**config.mk**
```make
export PLATFORM = sky130hd
export DESIGN_NAME = imem_loader
export DESIGN_NICKNAME = d
export VERILOG_FILES = /design/src/rtl/imem_loader_pkg.sv /design/src/rtl/imem_word_assembler.sv /design/src/rtl/imem_loader.sv
export SDC_FILE = /design/constraint.sdc
export NUM_CORES = 1
export LEC_CHECK = 0
export CAP_MARGIN = 20
export CELL_PAD_IN_SITES_DETAIL_PLACEMENT = 1
export CELL_PAD_IN_SITES_GLOBAL_PLACEMENT = 1
export CORE_MARGIN = 5
export CORE_UTILIZATION = 39
export CTS_CLUSTER_SIZE = 12
export DETAILED_ROUTE_END_ITERATION = 7
export PLACE_DENSITY_LB_ADDON = 0.1
export SKIP_CTS_REPAIR_TIMING = 1
export SYNTH_ARGS = -nofsm -noshare
export SYNTH_HDL_FRONTEND = slang
export SYNTH_SLANG_ARGS = --single-unit
```
**constraint.sdc**
```tcl
create_clock -name clk -period 2.69 [get_ports clk]
set_clock_uncertainty 0.15 [all_clocks]
set_input_delay 0.538 -clock clk [delete_from_list [all_inputs] [get_ports clk]]
set_output_delay 0.538 -clock clk [all_outputs]
set_load 0.02 [all_outputs]
```
**src/rtl/imem_loader_pkg.sv**
```systemverilog
// Shared types and constants for the instruction-memory boot loader
// (imem_loader and imem_word_assembler). Optional feature macro: IMEM_LOADER_CHECKSUM_EN.
package imem_loader_pkg;

  localparam int unsigned IMEM_DEPTH      = 256;
  localparam int unsigned IMEM_WORD_W     = 32;
  localparam int unsigned WORD_ADDR_SHIFT = 2;

  typedef enum logic [2:0] {
    IDLE,
    HDR_HI,
    HDR_LO,
    DATA,
    CHK,
    DONE,
    ERR
  } loader_state_t;

  // PC-style byte address of a word slot; wraps modulo 2^32.
  function automatic logic [31:0] word_byte_addr(input logic [31:0] base,
                                                 input logic [31:0] index);
    return base + (index << WORD_ADDR_SHIFT);
  endfunction

endpackage

```
**src/rtl/imem_word_assembler.sv**
```systemverilog
// Big-endian byte-to-word packer: emits a one-cycle word_valid the cycle after
// the 4th byte of a word. clear discards any partially assembled word.
module imem_word_assembler
  import imem_loader_pkg::*;
(
  input  logic                   clk,
  input  logic                   rst,
  input  logic                   clear,
  input  logic                   byte_valid,
  input  logic [7:0]             byte_data,
  output logic [IMEM_WORD_W-1:0] word,
  output logic                   word_valid
);

  logic [1:0]               byte_cnt;
  logic [IMEM_WORD_W-9:0]   partial;

  always_ff @(posedge clk) begin
    if (rst) begin
      byte_cnt   <= '0;
      partial    <= '0;
      word       <= '0;
      word_valid <= 1'b0;
    end else if (clear) begin
      byte_cnt   <= '0;
      partial    <= '0;
      word_valid <= 1'b0;
    end else begin
      word_valid <= 1'b0;
      if (byte_valid) begin
        if (byte_cnt == 2'd3) begin
          word       <= {partial, byte_data};
          word_valid <= 1'b1;
          byte_cnt   <= '0;
        end else begin
          partial  <= {partial[IMEM_WORD_W-17:0], byte_data};
          byte_cnt <= byte_cnt + 2'd1;
        end
      end
    end
  end

endmodule

```
**src/rtl/imem_loader.sv**
```systemverilog
// Boot-time instruction-memory writer: header(2B count) + big-endian words, holds the CPU
// until the image is complete. Define IMEM_LOADER_CHECKSUM_EN to require an XOR trailer byte.
module imem_loader
  import imem_loader_pkg::*;
#(
  parameter int unsigned DEPTH     = IMEM_DEPTH,
  parameter logic [31:0] BASE_ADDR = 32'h0000_0000
) (
  input  logic        clk,
  input  logic        rst,
  input  logic        start,
  input  logic        in_valid,
  input  logic [7:0]  in_data,
  output logic        in_ready,
  output logic        wr_en,
  output logic [31:0] wr_addr,
  output logic [31:0] wr_data,
  output logic        cpu_hold,
  output logic        done,
  output logic        err
);

  localparam int unsigned IDX_W   = $clog2(DEPTH) + 1;
  localparam logic [31:0] DEPTH_W = 32'(DEPTH);

  loader_state_t          state;
  logic [15:0]            count;
  logic [IDX_W-1:0]       index;
  logic                   xfer;
  logic                   start_ok;
  logic                   last_word;
  logic                   final_write;
  logic                   asm_strobe;
  logic                   asm_valid;
  logic [IMEM_WORD_W-1:0] asm_word;
  logic [31:0]            next_index;
  logic [31:0]            hdr_count;
`ifdef IMEM_LOADER_CHECKSUM_EN
  logic [7:0]             csum;
`endif

  assign xfer        = in_valid & in_ready;
  assign start_ok    = start && (state == IDLE || state == DONE || state == ERR);
  assign next_index  = 32'(index) + 32'd1;
  assign last_word   = (next_index == {16'd0, count});
  assign final_write = asm_valid && last_word;
  // A byte arriving during the last word's write cycle is never data: it is the
  // trailer when checksums are enabled, otherwise surplus and dropped.
  assign asm_strobe  = xfer && (state == DATA) && !final_write;
  assign hdr_count   = {16'd0, count[15:8], in_data};

  assign wr_en   = asm_valid;
  assign wr_data = asm_word;

  imem_word_assembler u_asm (
    .clk        (clk),
    .rst        (rst),
    .clear      (start_ok),
    .byte_valid (asm_strobe),
    .byte_data  (in_data),
    .word       (asm_word),
    .word_valid (asm_valid)
  );

  always_ff @(posedge clk) begin
    if (rst) begin
      state    <= IDLE;
      in_ready <= 1'b0;
      wr_addr  <= BASE_ADDR;
      cpu_hold <= 1'b1;
      done     <= 1'b0;
      err      <= 1'b0;
      count    <= '0;
      index    <= '0;
`ifdef IMEM_LOADER_CHECKSUM_EN
      csum     <= '0;
`endif
    end else begin
      done <= 1'b0;
      case (state)
        IDLE, DONE, ERR: begin
          if (start_ok) begin
            state    <= HDR_HI;
            in_ready <= 1'b1;
            err      <= 1'b0;
            cpu_hold <= 1'b1;
            index    <= '0;
            wr_addr  <= BASE_ADDR;
`ifdef IMEM_LOADER_CHECKSUM_EN
            csum     <= '0;
`endif
          end else if (state == DONE) begin
            cpu_hold <= 1'b0;
          end
        end

        HDR_HI: begin
          if (xfer) begin
            count[15:8] <= in_data;
            state       <= HDR_LO;
`ifdef IMEM_LOADER_CHECKSUM_EN
            csum        <= csum ^ in_data;
`endif
          end
        end

        HDR_LO: begin
          if (xfer) begin
            count[7:0] <= in_data;
`ifdef IMEM_LOADER_CHECKSUM_EN
            csum       <= csum ^ in_data;
`endif
            if (hdr_count > DEPTH_W) begin
              state    <= ERR;
              err      <= 1'b1;
              in_ready <= 1'b0;
            end else if (hdr_count == 32'd0) begin
`ifdef IMEM_LOADER_CHECKSUM_EN
              state    <= CHK;
`else
              state    <= DONE;
              done     <= 1'b1;
              in_ready <= 1'b0;
`endif
            end else begin
              state <= DATA;
            end
          end
        end

        DATA: begin
`ifdef IMEM_LOADER_CHECKSUM_EN
          if (asm_strobe) csum <= csum ^ in_data;
`endif
          if (asm_valid) begin
            index   <= index + IDX_W'(1);
            wr_addr <= word_byte_addr(BASE_ADDR, next_index);
            if (last_word) begin
`ifdef IMEM_LOADER_CHECKSUM_EN
              if (!xfer) begin
                state <= CHK;
              end else if (in_data == csum) begin
                state    <= DONE;
                done     <= 1'b1;
                in_ready <= 1'b0;
              end else begin
                state    <= ERR;
                err      <= 1'b1;
                in_ready <= 1'b0;
              end
`else
              state    <= DONE;
              done     <= 1'b1;
              in_ready <= 1'b0;
`endif
            end
          end
        end

`ifdef IMEM_LOADER_CHECKSUM_EN
        CHK: begin
          if (xfer) begin
            in_ready <= 1'b0;
            if (in_data == csum) begin
              state <= DONE;
              done  <= 1'b1;
            end else begin
              state <= ERR;
              err   <= 1'b1;
            end
          end
        end
`endif

        default: begin
          state    <= IDLE;
          in_ready <= 1'b0;
        end
      endcase
    end
  end

endmodule

```
Word level (Yosys, flattened, before mapping)
Cells that the tools add are included.
{ "classes": {"add_sub_neg": 3, "order_cmp": 1, "eq_ne": 14, "mux": 35, "bitwise_logic": 5, "reduce_logical": 24} }
{ "ops": {"columns": ["op", "n"], "rows": [
  ["32-bit two-way mux", 2],
  ["32-bit one-hot mux with 2 select lines", 1],
  ["32-bit zero test", 1],
  ["3-bit two-way mux", 7],
  ["9-bit two-way mux", 2],
  ["9-bit one-hot mux with 2 select lines", 1],
  ["1-bit two-way mux", 17],
  ["10-bit by 16-bit equality test with 1-bit output", 1],
  ["16-bit by 9-bit greater-than comparator with 1-bit output (second input constant)", 1],
  ["3-bit one-hot mux with 4 select lines", 1],
  ["9-bit by 1-bit adder with 10-bit output (second input constant)", 1],
  ["2-bit != test (second input constant)", 5],
  ["9-bit by 1-bit adder with 9-bit output (second input constant)", 1],
  ["2-bit AND reduction", 4],
  ["3-bit by 2-bit equality test with 1-bit output (second input constant)", 2],
  ["3-bit equality test (second input constant)", 2],
  ["3-bit AND reduction", 2],
  ["6-bit AND reduction", 1],
  ["2-bit nonzero test", 3],
  ["3-bit OR reduction", 2],
  ["5-bit AND reduction", 1],
  ["1-bit logical AND", 4],
  ["1-bit NOT", 4],
  ["1-bit one-hot mux with 2 select lines", 2],
  ["13 further kinds", 14]
]} }
{ "word_totals": {"ff_bits": 123, "inputBits": 12, "output_inout_bits": 69, "wordCells": 95} }

Logic depth before layout (Yosys ltp)
{ "logic_depth": {"word_depth": 7, "ltp_mapped": 9, "depth_no_buf": 7} }

Cells and area by module
Synthesis repeated with hierarchy kept, for this count alone.
{ "hier_totals": {"hier_cells": 512, "area_unflattened_um2": 4226.6} }
{ "modules_own_cells": {"columns": ["mod", "n_inst", "cells_per_inst", "area_per_inst_um2", "seq_area_each_um2"], "rows": [
  ["imem_word_assembler", 1, 262, 2239.6, 1181.1],
  ["imem_loader", 1, 250, 1986.9, 660.6]
]} }

Least setup slack after synthesis
No wires, ideal clock.
{ "synth_timing": {"kind": "reg2reg", "start": "reg index[0]", "end": "reg u_asm.word_valid", "setup_time_ns": 0.115, "arrival_time_ns": 2.191, "t_required_ns": 2.425, "setup_slack_ns": 0.234, "stages_incl_launch_ff": 9, "n_path_buf": 1, "synth_period_minus_slack_ns": 2.456, "cell_sequence": "dfxtp_1 ha_1 nand3_1 or3_1 a22oi_1 o2111a_2 a21oi_4 buf_6 and2_1"} }
{ "synth_via": {"elab_chain_cells": 7} }
{ "synth_rtl": {"columns": ["item", "line", "text"], "rows": [
  ["start: declaration", "imem_loader.sv:28", "logic [IDX_W-1:0] index;"],
  ["start signal: assignment", "imem_loader.sv:136", "index <= index + IDX_W'(1);"],
  ["9-bit by 1-bit adder with 10-bit output", "imem_loader.sv:44", "assign next_index = 32'(index) + 32'd1;"],
  ["10-bit by 16-bit equality test with 1-bit output", "imem_loader.sv:45", "assign last_word = (next_index == {16'd0, count});"],
  ["1-bit logical AND", "imem_loader.sv:46", "assign final_write = asm_valid && last_word;"],
  ["1-bit zero test", "imem_loader.sv:49", "assign asm_strobe = xfer && (state == DATA) && !final_write;"],
  ["1-bit logical AND", "imem_loader.sv:49", null],
  ["1-bit NOT (no line)", null, null],
  ["3-bit OR reduction (no line)", null, null],
  ["end signal: assignment", "imem_word_assembler.sv:27", "word_valid <= 1'b0;"],
  ["end signal: assignment", "imem_word_assembler.sv:29", "word_valid <= 1'b0;"],
  ["end signal: assignment", "imem_word_assembler.sv:33", "word_valid <= 1'b1;"],
  ["end: declaration", "imem_word_assembler.sv:12", "output logic word_valid"]
]} }
Every way passes these cells.
A chain may end at the register's enable or synchronous reset.

Worst setup path after layout
{ "layout_timing": {"start": "reg index[0]", "end": "reg u_asm.partial[0]"} }
{ "layout_via": {"elab_chain_cells": 6} }
{ "layout_rtl": {"columns": ["item", "line", "text"], "rows": [
  ["9-bit by 1-bit adder with 10-bit output", "imem_loader.sv:44", null],
  ["10-bit by 16-bit equality test with 1-bit output", "imem_loader.sv:45", null],
  ["1-bit logical AND", "imem_loader.sv:46", null],
  ["1-bit zero test", "imem_loader.sv:49", null],
  ["1-bit logical AND", "imem_loader.sv:49", null],
  ["2-bit AND reduction (no line)", null, null],
  ["end signal: assignment", "imem_word_assembler.sv:36", "partial <= {partial[IMEM_WORD_W-17:0], byte_data};"],
  ["end: declaration", "imem_word_assembler.sv:16", "logic [IMEM_WORD_W-9:0] partial;"]
]} }
Every way passes these cells.

==> impl_metrics.yaml <==
power:
  pwr-share-clk_pct: 33.6
  power.density_nw_per_um2: 494
  power_switching_mw: 0.747
  ir_drop_v: 0.000220
  p_sw_share_pct: 28.2
  p_int_mw: 1.90
  pwr-share-comb_pct: 13.7
  p_leak_nw: 1.88
  p_total_mw: 2.65
  p_seq_share_pct: 52.7
sta:
  max_slew.worst_pin.slew_ns: 0.613
  setup_viol: 0
  finalCriticalPeriod_ns: 2.58
  tns_ns: 0
  fmax_mhz: 387
  rsz0062_at_grt: "true"
  post-route-period-util_pct: 96.1
  relSlewSlack_pct: 58.6
  hold_violations: 0
  drv_slew: 0
synth:
  synth_area_per_cell_um2: 8.79
  synthArstFlopShare_pct: 0
  ys_warn_count: 0
  netlist-cell-type-count: 53
  synthMostInstantiatedCell: "nand2_1"
  synth_edf_count: 0
  synth_seq_area_share_pct: 42.7
  synth.largest_area_cell: "dfxtp_1"
  synth.area.top_cells: "dfxtp_1 (43%), mux2i_1 (17%), nand2_1 (10%)"
  synth_commonest_cells: "nand2_1 (115), dfxtp_1 (92), mux2i_1 (73)"
  syn_area_um2: 4320
  ys_seq_elements: 92
  syn_inst: 491
  synth_ff_type: "dfxtp_1"
  synth_top_area_share_pct: 42.7
route:
  routedWlPerCell_um: 16.0
  routed_wl_um: 11400
  routed_via_density: 5.03
  vias: 3583
  drt_iter0_markers: 167
  drc: 0
  drt_pass1_iterations: 4
  ant_nets: 0
critical_path:
  crit_path_end: "u_asm.partial[0]"
  max_stage_delay_ns: 0.49
  path_buf_inv: 1
  slowest_stage: "a21oi_4"
  crit_required_ns: 2.82
  endpoint_kind: "flop"
  path_cells: "ha_1 -> and2_1 -> and3_1 -> xnor2_1 -> o2111a_2 -> buf_4 -> a21oi_4 -> mux2i_1"
  r2r_slack_ns: 0.11
  cp.depth: 8
  regToRegEndpoint: "u_asm.partial[0]"
  worstSetupPathType: "reg2reg"
  timing.rr.start: "index[0]"
  crit_fanout: 13
  startpoint_type: "flop"
  startpoint: "index[0]"
  rr_worst_depth: 8
  arrival_ns: 2.72
  crit_family: "compound AO/OA/AOI/OAI gates"
cts:
  htreeDepth: 3
  clk_latency_ns: 0.36
  cts.sinks: 92
  numCtsBuffers: 9
  clockBufferDepth: 2
  clk_pin_slew_ns: 0.09
  cts-root-buf: "clkbuf_8"
  cts_tree: "yes"
outcome:
  run_status: "finished, final reports clean"
placed_design:
  dpl.hpwl_um: 8220
  dpl-instance-area_um2: 5150
  io_buffers: 58
  routabilityCongestion: 0.840
floorplanning:
  io_pins: 81
  die_y_um: 115
  die_area_um2: 13300
  core_area_um2: 10800
  rows: 38
  fp.dieW_um: 115
  initial_utilization_pct: 39.8
run:
  max-cap-violations: 0
layout:
  area_growth_pct: 24.2
  drive_above_1_share_pct: 11.3
  fin_area_um2: 5360
  post-route-util_pct: 49.5
  fillers: 1292
  diodes: 0
  nets: 582
global_routing:
  track_usage_pct: 17.5
  grt_pass1_vias: 3666
  grt_max_degree: 68
  antenna_found_initial: 0
  grt_pass1_wl_um: 18500
  grt_overflow_total: 0
worst_hold_path:
  holdCritPathClass: "reg2reg"
cell families (layout without fill, tap and decap cells):
logic type | count (synthesis) | after routing | synth area share [%]
compound gates | 59 | 60 | 8.79
flops | 92 | 92 | 42.7
simple gates | 202 | 202 | 21.6
xor+xnor | 9 | 9 | 1.83
buf+inv | 53 | 113 | 7.48
fa+ha+maj | 2 | 2 | 0.580
other cells | 1 | 22 | 0.0869
mux | 73 | 73 | 16.9
worst min-delay path, delay by kind of cell, from the launching register on:
kind | cells | cell delay, ns
flops | 1 | 0.32
simple gates | 2 | 0.09
worst min-delay path by stage:
stage / startpoint / to / slack (ns) / depth (start not counted)
floorplan: u_asm.partial[16] / u_asm.partial[16] / 0.28 / 2
global placement: cpu_hold / cpu_hold / 0.28 / 2
detailed placement: u_asm.word[4] / u_asm.word[4] / 0.30 / 2
CTS: cpu_hold / cpu_hold / 0.31 / 2
global route: u_asm.word[22] / u_asm.word[22] / 0.33 / 2
finish: cpu_hold / cpu_hold / 0.30 / 2
power by group through the flow:
stage	Sequential [mW]	Combinational [mW]	Clock, mW
after floorplan	1.42	0.250	0
after global placement	1.43	0.354	0
after detailed placement	1.43	0.361	0
after CTS	1.39	0.362	0.913
after global routing	1.40	0.398	0.972
final	1.39	0.363	0.891
sequential cells by signal, indices dropped and copies added (netlist names):
register and flops:
count 16, cpu_hold 1, done 1, err 1, in_ready 1, index 8
state 3, u_asm.byte_cnt 2, u_asm.partial 24, u_asm.word 32, u_asm.word_valid 1, wr_addr 2
per-stage QoR:
stage                     setup WS, ns  instances  hold slack [ns]
after CTS                      -0.0754        711            0.313
after floorplan                  0.234        512            0.285
after detailed placement       -0.0959        695            0.296
final                            0.106        713            0.305
after global placement         -0.0767        695            0.283
after global routing           -0.0278        713            0.329
layout by cell type (no fill, tap or decap), types with 4 or more instances in the layout:
cell type | netlist | layout
a21oi_1 | 18 | 17
or4_1 | 5 | 5
nand2_1 | 115 | 115
mux2i_1 | 73 | 73
nand2b_1 | 4 | 4
nor2b_1 | 6 | 6
nor3_1 | 6 | 6
or3_1 | 7 | 7
buf_4 | 22 | 33
o21ai_0 | 16 | 16
clkdlybuf4s50_1 | 0 | 58
conb_1 | 1 | 22
xnor2_1 | 6 | 6
clkbuf_8 | 0 | 11
nor2_1 | 32 | 32
dfxtp_1 | 92 | 90
routing by layer:
metal / track usage [%] / routed length, um / vias up
li1: - / - / 1786
met1: 24.2 / 5750 / 1719
met2: 27.2 / 5060 / 67
met3: 3.95 / 474 / 11
met4: 5.09 / 148 / 0
met5: 0 / 0 / -
layout make-up:
cell class / count / area (um^2) / share of cell area [%]
Multi-Input combinational cell: 368 / 2250 / 42.1
Sequential cell: 92 / 1840 / 34.4
Timing Repair Buffer: 95 / 900 / 16.8
Tap cell: 140 / 175 / 3.27
Clock buffer: 13 / 159 / 2.96
Clock inverter: 3 / 21.3 / 0.397
Inverter: 2 / 7.51 / 0.140
Power figures use the tool's default switching activity.
